### config.mk
export PLATFORM = sky130hd
export DESIGN_NAME = vedm_industries
export DESIGN_NICKNAME = d
export VERILOG_FILES = /design/src/rtl/vedm_industries.sv
export SDC_FILE = /design/constraint.sdc
export NUM_CORES = 1
export LEC_CHECK = 0
export CORE_MARGIN = 8
export CORE_UTILIZATION = 29
export DETAILED_ROUTE_END_ITERATION = 10
export PLACE_DENSITY = 0.5
export SLEW_MARGIN = 20
export SYNTH_ARGS = -nofsm -noshare
export SYNTH_HDL_FRONTEND = slang
export SYNTH_SLANG_ARGS = --single-unit
### constraint.sdc
create_clock -name clk -period 8.24 [get_ports clk]
set_clock_uncertainty 0.1 [all_clocks]
set_input_delay 1.236 -clock clk [delete_from_list [all_inputs] [get_ports clk]]
set_output_delay 1.236 -clock clk [all_outputs]
set_load 0.05 [all_outputs]
### src/rtl/vedm_industries.sv
// Source conditioner and data logger: input sampling, IIR low-pass filter, voltage window flags,
// slow duty-cycle regulation of a PWM gate, and a saturating energy accumulator with an output mux.
module vedm_industries (
  input  logic       clk,
  input  logic       rst_n,
  input  logic [7:0] ui_in,
  input  logic [7:0] uio_in,
  output logic [7:0] uo_out,
  output logic [7:0] uio_out,
  output logic [7:0] uio_oe
);

  localparam logic [15:0] TARGET = 16'd8192;

  logic [7:0]        s;
  logic [7:0]        f;
  logic [7:0]        cnt;
  logic [7:0]        d;
  logic [23:0]       acc;
  logic              pwm_q;

  logic              uv;
  logic              ov;
  logic              ok;
  logic signed [8:0] diff;
  logic signed [8:0] step;
  logic [8:0]        f_sum;
  logic [7:0]        f_next;
  logic [15:0]       p;
  logic [7:0]        d_next;
  logic [24:0]       acc_sum;
  logic [7:0]        mux;
  logic              unused_bits;

  assign uio_out     = 8'h00;
  assign uio_oe      = 8'h00;
  assign unused_bits = ^{uio_in[7:2], f_sum[8]};

  always_comb begin
    // Floor shift lets a falling input pull f all the way down to s.
    diff    = $signed({1'b0, s}) - $signed({1'b0, f});
    step    = diff >>> 2;
    f_sum   = {1'b0, f} + step;
    f_next  = f_sum[7:0];

    uv      = (f < 8'd32);
    ov      = (f > 8'd224);
    ok      = !uv && !ov;

    p       = {8'h00, f} * {8'h00, d};
    acc_sum = {1'b0, acc} + {17'h00000, s};

    d_next  = d;
    if (cnt == 8'hFF && ok) begin
      if (p > TARGET && d != 8'h00) begin
        d_next = d - 8'd1;
      end else if (p < TARGET && d != 8'hFF) begin
        d_next = d + 8'd1;
      end
    end

    mux = 8'h00;
    case (uio_in[1:0])
      2'd0: mux = {f[7:4], ok, ov, uv, pwm_q};
      2'd1: mux = d;
      2'd2: mux = f;
      2'd3: mux = acc[23:16];
      default: mux = 8'h00;
    endcase
  end

  always_ff @(posedge clk) begin
    if (!rst_n) begin
      s      <= 8'h00;
      f      <= 8'h00;
      cnt    <= 8'h00;
      d      <= 8'h80;
      acc    <= 24'h000000;
      pwm_q  <= 1'b0;
      uo_out <= 8'h00;
    end else begin
      s      <= ui_in;
      f      <= f_next;
      cnt    <= cnt + 8'd1;
      d      <= d_next;
      acc    <= acc_sum[24] ? 24'hFFFFFF : acc_sum[23:0];
      pwm_q  <= ok && (cnt < d);
      uo_out <= mux;
    end
  end

endmodule

---- Word level (Yosys, flattened, before mapping) ----
Index checks and enable logic that the tools add are counted.
word-level totals
  flip-flop bits (word level) ............. 65
  latch bits .............................. 0
  RAM bits ................................ 0
  ROM bits ................................ 0
  bits of input ports ..................... 18
  output and inout port bits .............. 24
  word-level logic and storage cells ...... 39
  memories kept ........................... 0
cells by class
  $add $sub $neg .......................... 6
  multipliers ............................. 1
  div/mod/pow operators ................... 0
  $lt $le $gt $ge ......................... 5
  equal/unequal tests ..................... 5
  shifts and indexed selects .............. 0
  mux-type cells .......................... 4
  bitwise logic cells ..................... 0
  reductions and logical operators ........ 11
operators by type and width
  cell                    count
  $pmux W8 S4             1
  $add A24 B8 Y25         1
  $mux W24                1
  $add A8 B1 Y8 const B   2
  $gt A16 B14 Y1 const B  1
  $lt A16 B14 Y1 const B  1
  $mul A8 B8 Y16          1
  $mux W8                 2
  $sub A8 B8 Y9           1
  $add A8 B8 Y8           1
  $eq A8 B8 Y1 const B    1
  $gt A8 B8 Y1 const B    1
  $lt A8 B6 Y1 const B    1
  $lt A8 B8 Y1            1
  $ne A8 B8 Y1 const B    1
  $reduce_bool A8 Y1      1
  $sub A8 B1 Y8 const B   1
  $logic_and A1 B1 Y1     5
  $eq A2 B2 Y1 const B    2
  $eq A2 B1 Y1 const B    1
  $logic_not A1 Y1        2
  $logic_not A2 Y1        1
  $reduce_and A2 Y1       1
  $reduce_bool A2 Y1      1

---- Longest topological paths before layout ----
Gate-level depths: netlist of run 1.
  word-level depth ........................ 5
  depth in mapped cells ................... 29
  depth with buffers taken out ............ 28

---- Worst setup path before layout of run 1 ----
OpenSTA, ideal clock, no wires.
  kind .................................... register to register
  from .................................... register f[0]
  to ...................................... register d[7]
  setup time .............................. 0.121 ns
  arrival time ............................ 6.341 ns
  required time ........................... 8.019 ns
  setup slack ............................. 1.678 ns
  stages on the path, launching flop included .. 26
  path buffers ............................ 1
  clock period less this slack ............ 6.562 ns
  cells stage by stage .................... dfxtp_1 > clkbuf_1 > nand2_1 > fa_1 > fa_1 > inv_1 > fa_1 > inv_1 > fa_1 > inv_1 > ha_1 > and3_1 > a22o_1 > or3_1 > a2111o_1 > nor4_4 > o21a_1 > nor2_1 > ha_1 > a21o_1 > a211oi_1 > o21ai_0 > o211ai_1 > nor3_1 > a311oi_1 > mux2_2
on the way
  word-level cells in the longest chain between the ends .. 5
  elaborated cells between the ends (all ways) .. 14
  those cells by class .................... 1 x mul; 4 x order compare; 1 x mux; 8 x reduce/logical
RTL lines
  what                                                                 line        RTL
  start: declaration                                                   16          logic [7:0] f;
  start signal: assignment                                             83          f <= f_next;
  $mul A8 B8 Y16, or another cell as far along                         50          p = {8'h00, f} * {8'h00, d};
  $gt A16 B14 Y1, or another cell as far along                         55          if (p > TARGET && d != 8'h00) begin
  $logic_and A1 B1 Y1 (on tied branches)                               55, 48, 57
  $reduce_bool A2 Y1 (no line) or $logic_and A1 B1 Y1 (tied branches)  --
  $reduce_and A2 Y1 (no line)                                          --
  end signal: assignment                                               85          d <= d_next;
  end: declaration                                                     18          logic [7:0] d;
Parallel ways exist; a longest one is shown, timed or not.
A chain may end at the register's enable or synchronous reset.

---- Worst setup path after layout of run 1 ----
  from .................................... register f[1]
  to ...................................... register d[7]
The elaborated chain is that of the path after synthesis.

==> results of run 1 <==
layout make-up:
cell class	instances	area (µm²)
Inverter	73	274
Tap cell	270	338
Sequential cell	65	1300
Clock buffer	11	243
Fill cell	2200	13500
Timing Repair Buffer	28	258
Multi-Input combinational cell	544	4240
Clock inverter	4	20.0
layer usage:
layer	wire length (µm)	share of wire	up-vias	track usage
li1	-	-	2382	-
met1	6860	0.49	2162	0.146
met2	6790	0.48	43	0.200
met3	302	0.021	11	0.0225
met4	156	0.011	0	0.0304
met5	0	0	-	0
where the power goes:
group	switching (µW)	total (µW)	internal (µW)
clock	142	350	208
combinational	388	667	279
sequential	38.4	388	350
logic make-up after synthesis:
group           count (synthesis)
compound gates                130
fa+ha+maj                     111
xor+xnor                       39
buf+inv                       106
other cells                     1
mux                            16
simple gates                  232
flops                          65
registers in the layout, summed over array words and instances (netlist names):
| register | cells |
|---|---|
| acc | 24 |
| cnt | 8 |
| d | 8 |
| f | 8 |
| pwm_q | 1 |
| s | 8 |
| uo_out | 8 |
stage by stage:
stage	hold slack, ns	utilization	total power (µW)	std cells
5_1_grt	0.389	0.331	1540	995
6_report	0.359	0.331	1410	995
3_3_place_gp	0.344	0.318	1060	980
2_1_floorplan	0.323	-	927	715
3_5_place_dp	0.347	0.318	1070	980
4_1_cts	0.360	0.331	1430	995
final timing paths:
path	to	slack, ns	startpoint	depth (start not counted)
max	d[7]	0.85	f[1]	25
min reg2reg	acc[14]	0.36	acc[14]	1
max reg2reg	d[7]	0.85	f[1]	25
min	acc[14]	0.36	acc[14]	1
cells in the mapped netlist (13+ instances only):
cell type	n	area, µm²
o21ai_0	23	115
clkbuf_1	14	52.6
xor2_1	17	149
ha_1	72	901
xnor2_1	22	193
a21o_1	19	143
fa_1	39	781
nor3_1	13	65.1
nor2_1	83	312
nand2_1	55	206
nand3_1	13	65.1
buf_4	16	120
a21oi_1	39	195
inv_1	63	236
and2_1	20	125
dfxtp_1	65	1300
==> impl_results.md, run 1 <==
- Initial antenna violation count: 0
- Via count: 4598
- Main synth FF type: dfxtp_1
- Sink Count: 65
- Maximum VDD drop: 99.5 µV
- Placed cell area: 6410 µm²
- Netlist cell types: 60
- Mux cell area share after synthesis: 0.0297
- Die Ht: 159 µm
- Die ar.: 25300 µm²
- Final period util: 0.896
- Data required, critical path: 8.36 ns
- Drt wl/cell: 14.2 µm
- Core box area: 20200 µm²
- Max clock buf depth: 2
- Max Cap Violations: 0
- Placement Setup Slack: 0.828 ns
- HP Class: flip-flop to flip-flop
- Most common cell after layout, fill and taps aside: nor2_1
- Row count: 52
- Post-CTS sizing: 0
- Count of input and output buffers: 19
- Synth Warn #: 0
- Crit-path slowest cell: fa_1
- Status: finished clean
- Crit path max fanout: 8
- Post-Synth XOR/XNOR Area: 0.0574
- Synth Area in Adders: 0.283
- Final ANT Viol Nets: 0
- Tot GR Track Use: 0.116
- Nets@finish: 850
- Detailed Routing Iterations Pass 1: 4
- Total leakage power: 0.00311 µW
- CP Class: flip-flop to flip-flop
- Post-synthesis register bit count: 65
- Vias per inst: 4.62
- Largest net degree at the start of global routing: 40
- Total CTS buffers: 9
- H-tree levels: 3
- Antenna fix cells: 0
- Fmax: 0.135 GHz
- Number of setup buffers added after CTS: 0
- CTS tree: done
- Setup TNS: 0 ns
- Total global routing overflow: 0
- Final setup violation count: 0
- Die W: 159 µm
- Crit path DAT: 7.50 ns
- Crit-path max cell delay: 0.54 ns
- First-pass GRT wire length: 23900 µm
- Critical Path End Type: flip-flop
- Initial DRC count: 230
- Mapped Area: 5950 µm²
- Post-synthesis sequential area ratio: 0.219
- Final Wtd Congestion: 0.754
- Setup WS post-layout: 0.854 ns
- Initial Utilization: 0.295
- Total length of routed wires: 14100 µm
- Final HPWL DP: 10900 µm
- Critical path buffer and inverter count: 3
- Delay-heaviest family, CP: adder cells
- Final Cell Area: 6680 µm²
- Worst-margin pin slew: 0.785 ns
- Nature of the critical path startpoint: flip-flop
- I/O Pins: 42
- Min cycle time layout: 7.39 ns
- Cell mode on critical path: fa_1
- Pwr per Cell Area: 210 nW/µm²
- Layout cells sized above 1: 0.0524
- Slew Limit Fails: 0
- RSZ-0062 raised after global routing: no
- Compound-Gate Fraction of Synth Area: 0.143
- Cts hold-fix bufs: 0
- Clock Tree Root: clkbuf_16
- Post-synthesis simple-gate area fraction: 0.190
- Synth async-reset ratio: 0
- Vias in the first global route: 4641
- Mapped Cells: 700
- Final Hold Viols: 0
- Syn avg cell area: 8.50 µm²
- Area Growth Syn to Fin: 12.3%
- Largest family of logic cells by synthesized area: adder cells
- Clk_lat worst skew: 0.34 ns
- Post-synth EDFFs: 0
- DR DRC count: 0
- Commonest cells after routing, fill and taps aside: 83 x nor2_1, 72 x ha_1, 65 x dfxtp_1
- Slew HR: 0.470
- CTS clock-pin slew for the worst setup and hold paths: 0.05 ns
(Power assumes the default switching activity.)
==> run 2, diff against run 1 <==
--- a/config.mk
+++ b/config.mk
@@ -5,6 +5,7 @@
 export SDC_FILE = /design/constraint.sdc
 export NUM_CORES = 1
 export LEC_CHECK = 0
+export ABC_CLOCK_PERIOD_IN_PS = 8240
 export CORE_MARGIN = 8
 export CORE_UTILIZATION = 29
 export DETAILED_ROUTE_END_ITERATION = 10
==> results of run 2 <==
The final DEF is identical to that of run 1; final timing and power are the same.
